===== config.mk =====
export PLATFORM = sky130hd
export DESIGN_NAME = bcd_updown_counter_n
export DESIGN_NICKNAME = d
export VERILOG_FILES = /design/src/rtl/bcd_updown_counter_n.sv
export SDC_FILE = /design/constraint.sdc
export NUM_CORES = 1
export LEC_CHECK = 0
export ABC_AREA = 1
export CORE_MARGIN = 2
export CORE_UTILIZATION = 50
export DETAILED_ROUTE_END_ITERATION = 6
export PLACE_DENSITY = 0.82
export SLEW_MARGIN = 20
export SYNTH_ARGS = -nofsm -noshare
export SYNTH_HDL_FRONTEND = slang
export SYNTH_SLANG_ARGS = --single-unit
export TNS_END_PERCENT = 5

===== constraint.sdc =====
create_clock -name clk -period 1.85 [get_ports clk]
set_input_delay 0.2775 -clock clk [delete_from_list [all_inputs] [get_ports clk]]
set_output_delay 0.2775 -clock clk [all_outputs]
set_load 0.005 [all_outputs]

===== src/rtl/bcd_updown_counter_n.sv =====
// Cascaded N-decade BCD up/down counter with load, terminal count and wrap pulse.
// Optional multiplexed 7-segment scan driver enabled by macro BCD_SCAN_DISPLAY_EN.
module bcd_updown_counter_n #(
  parameter int unsigned DIGITS   = 4,
  parameter int unsigned SCAN_DIV = 1000
) (
  input  logic                  clk,
  input  logic                  reset,
  input  logic                  en,
  input  logic                  up,
  input  logic                  load,
  input  logic [4*DIGITS-1:0]   load_val,
  output logic [4*DIGITS-1:0]   count,
  output logic                  tc,
  output logic                  carry_out,
  output logic                  load_err,
  output logic [6:0]            seg,
  output logic [DIGITS-1:0]     dig_sel
);

  localparam int unsigned W = 4 * DIGITS;

  logic [W-1:0] cnt_up, cnt_dn;
  logic         all9, all0, load_ok;
  logic         c_up, c_dn;
  logic [3:0]   d;

  // Ripple the carry/borrow enable through the decades: a digit steps only
  // when every lower digit sits at its wrap value.
  always_comb begin
    cnt_up  = '0;
    cnt_dn  = '0;
    load_ok = 1'b1;
    c_up    = 1'b1;
    c_dn    = 1'b1;
    d       = '0;
    for (int unsigned k = 0; k < DIGITS; k++) begin
      d = count[4*k +: 4];
      cnt_up[4*k +: 4] = c_up ? ((d == 4'd9) ? 4'd0 : d + 4'd1) : d;
      cnt_dn[4*k +: 4] = c_dn ? ((d == 4'd0) ? 4'd9 : d - 4'd1) : d;
      c_up = c_up & (d == 4'd9);
      c_dn = c_dn & (d == 4'd0);
      if (load_val[4*k +: 4] > 4'd9) load_ok = 1'b0;
    end
    all9 = c_up;
    all0 = c_dn;
  end

  assign tc = en & (up ? all9 : all0);

  always_ff @(posedge clk) begin
    if (reset) begin
      count     <= '0;
      carry_out <= 1'b0;
      load_err  <= 1'b0;
    end else begin
      carry_out <= 1'b0;
      load_err  <= 1'b0;
      if (load) begin
        if (load_ok) count    <= load_val;
        else         load_err <= 1'b1;
      end else if (en) begin
        count     <= up ? cnt_up : cnt_dn;
        carry_out <= up ? all9 : all0;
      end
    end
  end

`ifdef BCD_SCAN_DISPLAY_EN
  localparam int unsigned IW = (DIGITS > 1) ? $clog2(DIGITS) : 1;

  logic [15:0]   psc;
  logic [IW-1:0] idx;
  logic [3:0]    cur;
  logic [6:0]    seg_nxt;

  always_comb begin
    cur = count[4*int'(idx) +: 4];
    case (cur)
      4'd0:    seg_nxt = 7'b1111110;
      4'd1:    seg_nxt = 7'b0110000;
      4'd2:    seg_nxt = 7'b1101101;
      4'd3:    seg_nxt = 7'b1111001;
      4'd4:    seg_nxt = 7'b0110011;
      4'd5:    seg_nxt = 7'b1011011;
      4'd6:    seg_nxt = 7'b1011111;
      4'd7:    seg_nxt = 7'b1110000;
      4'd8:    seg_nxt = 7'b1111111;
      4'd9:    seg_nxt = 7'b1111011;
      default: seg_nxt = 7'b0000001;
    endcase
  end

  // Reset preloads the display with digit 0 showing "0" so it is valid immediately.
  always_ff @(posedge clk) begin
    if (reset) begin
      psc     <= '0;
      idx     <= '0;
      seg     <= 7'b1111110;
      dig_sel <= DIGITS'(1);
    end else begin
      seg     <= seg_nxt;
      dig_sel <= DIGITS'(1) << idx;
      if (psc == 16'(SCAN_DIV - 1)) begin
        psc <= '0;
        idx <= (idx == IW'(DIGITS - 1)) ? '0 : idx + 1'b1;
      end else begin
        psc <= psc + 16'd1;
      end
    end
  end
`else
  assign seg     = '0;
  assign dig_sel = '0;
`endif

endmodule

### Yosys cells after proc, flatten, opt, wreduce, memory -nomap -nowiden

Cells that the tools add are included.

* flip-flop bits (word level): 18
* bits of input ports: 21
* logic and storage cells: 73

* add/sub/neg operators: 8
* $lt $le $gt $ge: 4
* equal/unequal tests: 8
* mux-type cells: 24
* bitwise gates (word level): 9
* reductions and logical operators: 14

Operators with widths (number)
* $mux 16: 4
* $mux 4: 14
* $add 4x1->4 const B: 4
* $eq 4x4->1 const B: 4
* $gt 4x4->1 const B: 4
* $logic_not 4->1: 4
* $sub 4x1->4 const B: 4
* $reduce_and 4->1: 3
* $ne 3x1->1 const B: 3
* $reduce_bool 3->1: 3
* $and 1x1->1: 7
* $mux 1: 6
* $reduce_or 3->1: 1
* $ne 2x1->1 const B: 1
* $not 1->1: 2
* $reduce_and 2->1: 1
* $reduce_bool 2->1: 1
* $reduce_or 2->1: 1

### Longest topological paths before layout

* word-level depth: 7
* mapped depth: 11
* mapped depth without buffers: 11

### Least setup slack after synthesis

Ideal clock, no wire load.

* path kind: register to output
* start point: reg count[0]
* end point: out tc
* arrival: 1089 ps
* path slack: 483 ps
* stages on the path, launching flop included: 8
* buffers on the path: 0
* cells stage by stage: dfxtp_1 > nor2_2 > nand2_2 > nor2_2 > nand2_1 > o22ai_1 > nand2_1 > inv_1

* word-level cells in the longest chain between the ends: 6
* elaborated cells between the ends (all ways): 10
* those cells by class: eq/ne: 1; mux: 1; bitwise: 7; reduce/logical: 1

RTL lines
* start: declaration: line 13 `output logic [4*DIGITS-1:0] count,`
* start signal: assignment: line 60 `if (load_ok) count <= load_val;`
* start signal: assignment: line 63 `count <= up ? cnt_up : cnt_dn;`
* $eq 4x4->1 / $logic_not 4->1 (equally long branches): line 41, 42
* $and 1x1->1 (on tied branches) (3 in a row): line 41, 42
* $mux 1 (*): line 49 `assign tc = en & (up ? all9 : all0);`
* $and 1x1->1 (*): line 49
* end: declaration: line 14 `output logic tc,`

Mark *: on every way between the ends. The rest lies on a longest branch, timed or not.

### Worst setup path after layout

* start point: reg count[12]
* end point: out tc

* word-level cells in the longest chain between the ends: 4
* elaborated cells between the ends (all ways): 6
* those cells by class: eq/ne: 1; mux: 1; bitwise: 3; reduce/logical: 1

RTL lines (line)
* $eq 4x4->1 / $logic_not 4->1 (equally long branches): 41, 42
* $and 1x1->1 (on tied branches): 41, 42
* $mux 1 (*): 49
* $and 1x1->1 (*): 49

Marked as above.

==> results.yml <==
status:
  status: "complete, but fails checks"
  violations: "negative setup slack"
floorplan:
  rows: 20
  start_util: 0.528
  die-area_sq_um: 3730
  core-area_sq_um: 3080
  dieWidth_um: 61.0
  die_h_um: 61.0
  num_io_pins: 51
final_layout:
  syn_to_final_growth_pct: 56.4
  drive_gt1_frac: 0.269
  final_nets: 398
  final_util: 0.826
  seq_area_sq_um: 384
  fin_area_sq_um: 2540
  insertedDiodeCount: 0
  fill_cells: 197
  multiInputGateArea_sq_um: 1160
setup_path:
  critPathCapture: "tc"
  timing.critical_path.mode_cell: "inv_1"
  crit_fanout: 6
  worstReg2RegEnd: "count[14]"
  endpoint_kind: "output port"
  r2r_start: "count[7]"
  r2r_setup_slack_ns: 0.02
  path_buf_inv: 4
  worstRegToRegCells: 15
  worstPathArrival_ns: 1.61
  crit_chain: "inv_1, nor3_1, inv_1, o22ai_2, nand2_1, inv_1, buf_2"
  path_depth: 7
  worst_setup_path_start_kind: "register"
  crit_required_ns: 1.57
  cp_top_family: "flip-flops"
  cpPeakStageDelay_ns: 0.47
  slowest_stage: "dfxtp_1"
  crit_path_start: "count[12]"
  criticalPathCategory: "register to output port"
sta:
  maxSlewViolCount: 0
  finalClockSkew_ns: 0.00728
  timing.hold.ws_ns: 0.536
  setup_ws_ns: -0.0413
  fmax_ghz: 0.529
  fin_crit_sh: 1.02
  rsz0062_at_grt: "true"
  hold_viol_final: 0
  finalCriticalPeriod_ns: 1.89
  finalSetupViolCount: 1
global_route:
  grt_pass1_vias: 1976
  antenna_found_initial: 0
  grt_first_pass_wirelength_um: 8700
  met2_usage: 0.524
  use_met1: 0.372
  grt_use_met3: 0.0630
  busiest_layer: "met2"
  grt_max_degree: 15
  grtUsageTotal: 0.311
  overflow: 0
logic_synthesis:
  synth_area_sq_um: 1630
  synth-xor-area-share: 0.0108
  yosysSeqAreaShare: 0.222
  synth-compound-area-share: 0.120
  muxShareOfSynthArea: 0
  synth_top_family_by_area: "simple AND/OR/NAND/NOR gates"
  yosysWarnings: 0
  yosys.area_share.simple: 0.505
  avgSynthCellArea_sq_um: 5.61
  synth-seq-cells: 18
  netlist_instances: 290
  synthAdderAreaFrac: 0
  yosysUniqueCellTypes: 29
drt:
  viasPerCell: 5.32
  totalWireLength_um: 5670
  ant_nets: 0
  drc: 0
  dr.first_iter.drc_count: 232
  post_drt_wl_per_cell_um: 13.5
  vias: 2235
  dr.pass1.iters: 5
clock_network:
  cts_buffers: 3
  hold_buffers: 0
  cts-htree-levels: 1
  cts.sinks: 18
  cts_tree: "yes"
  clockRootBuffer: "clkbuf_4"
  clk_pin_slew_ns: 0.12
  cts_buffer_depth: 2
  clkLatencyLatePin_ns: 0.31
placement:
  placed_cell_area_sq_um: 2290
  port_buffers: 39
  dpl.hpwl_um: 3680
  place_congestion: 0.986
hold_path:
  min_path_type: "input pin to register"
job:
  cap_violations: 0
power:
  total_power_w: 0.00150
  power_leakage_nw: 1.24
  powerDensity_nw_per_um2: 591
  ir_drop_v: 0.000427
[worst min path at each step]
stage	start	end	slack [ns]	cells past startpoint
3_3_place_gp	count[11]	count[11]	0.51	2
5_1_grt	reset	load_err	0.55	2
3_5_place_dp	count[11]	count[11]	0.53	2
2_1_floorplan	reset	load_err	0.35	1
6_report	reset	load_err	0.54	2
4_1_cts	reset	load_err	0.52	2
[sequential cells by signal, summed over array words and instances (netlist names)]
register   count
carry_out      1
count         16
load_err       1
[report_power, final]
part	internal (W)	switching (W)	total, W
sequential	0.000427	0.0000481	0.000475
clock	0.000120	0.000143	0.000263
combinational	0.000381	0.000383	0.000764
total	0.000929	0.000574	0.00150
[layout by cell type, fill, tap and decap left out, types with 2 or more instances in the layout]
| master | count |
|---|---|
| xor2_1 | 2 |
| o21ai_0 | 13 |
| a21oi_2 | 2 |
| buf_12 | 2 |
| nand3_1 | 24 |
| a21oi_1 | 2 |
| o211ai_1 | 7 |
| buf_6 | 4 |
| inv_1 | 21 |
| nor2_4 | 7 |
| inv_2 | 9 |
| o21ai_1 | 4 |
| clkbuf_4 | 3 |
| clkdlybuf4s50_1 | 38 |
| nand2_1 | 77 |
| conb_1 | 11 |
| dfxtp_4 | 5 |
| buf_4 | 43 |
| nor2_1 | 60 |
| dfxtp_1 | 9 |
| nand3_4 | 2 |
| dfxtp_2 | 4 |
| nand4_1 | 2 |
| nor2_2 | 4 |
| nand2_2 | 7 |
[metal layers]
| layer | vias to the layer above | share of wire |
|---|---|---|
| met5 | - | 0 |
| met4 | 0 | 0.047 |
| met3 | 36 | 0.084 |
| met2 | 152 | 0.48 |
| met1 | 974 | 0.39 |
| li1 | 1073 | - |
[cells by family (layout without fill, tap and decap cells)]
group	count (synthesis)	count (layout)
simple gates	190	190
buf+inv	47	123
compound gates	32	32
flops	18	18
xor+xnor	2	2
other cells	1	11
[metrics by stage]
stage	setup slack [ns]	std cells	TNS [ns]
6_report	-0.0413	420	-0.0413
5_1_grt	-0.136	420	-0.276
4_1_cts	0.0138	421	0
3_5_place_dp	-0.307	403	-0.307
3_3_place_gp	-0.252	403	-0.252
2_1_floorplan	0.483	300	0
[timing repair]
item	in CTS	in global routing
buffers inserted	16	0
gates resized for setup	18	24
pin swaps	10	10
endpoints found under the hold margin	0	0
setup endpoints to repair	1	5
[cell usage after synthesis, drive strengths merged]
master | instances | area [sq um]
nand2 | 85 | 327
nor2 | 71 | 294
inv | 30 | 113
nand3 | 27 | 145
dfxtp | 18 | 360
o21ai | 18 | 93.8
buf | 16 | 113
o211ai | 7 | 52.6
a21oi | 4 | 27.5
nand4 | 2 | 12.5
nor3 | 2 | 10.0
or2 | 2 | 12.5
xor2 | 2 | 17.5
a31oi | 1 | 6.26
clkinv | 1 | 3.75
conb | 1 | 3.75
nand3b | 1 | 20.0
o2111ai | 1 | 8.76
o22ai | 1 | 6.26
[cell type report]
type                       instances  area share
timing repair buffer              88       0.312
multi-input combinational        235       0.455
sequential                        18       0.151
inverter                          31      0.0457
clock buffer                       4      0.0143
tap                               44      0.0216
(Power assumes the default switching activity.)
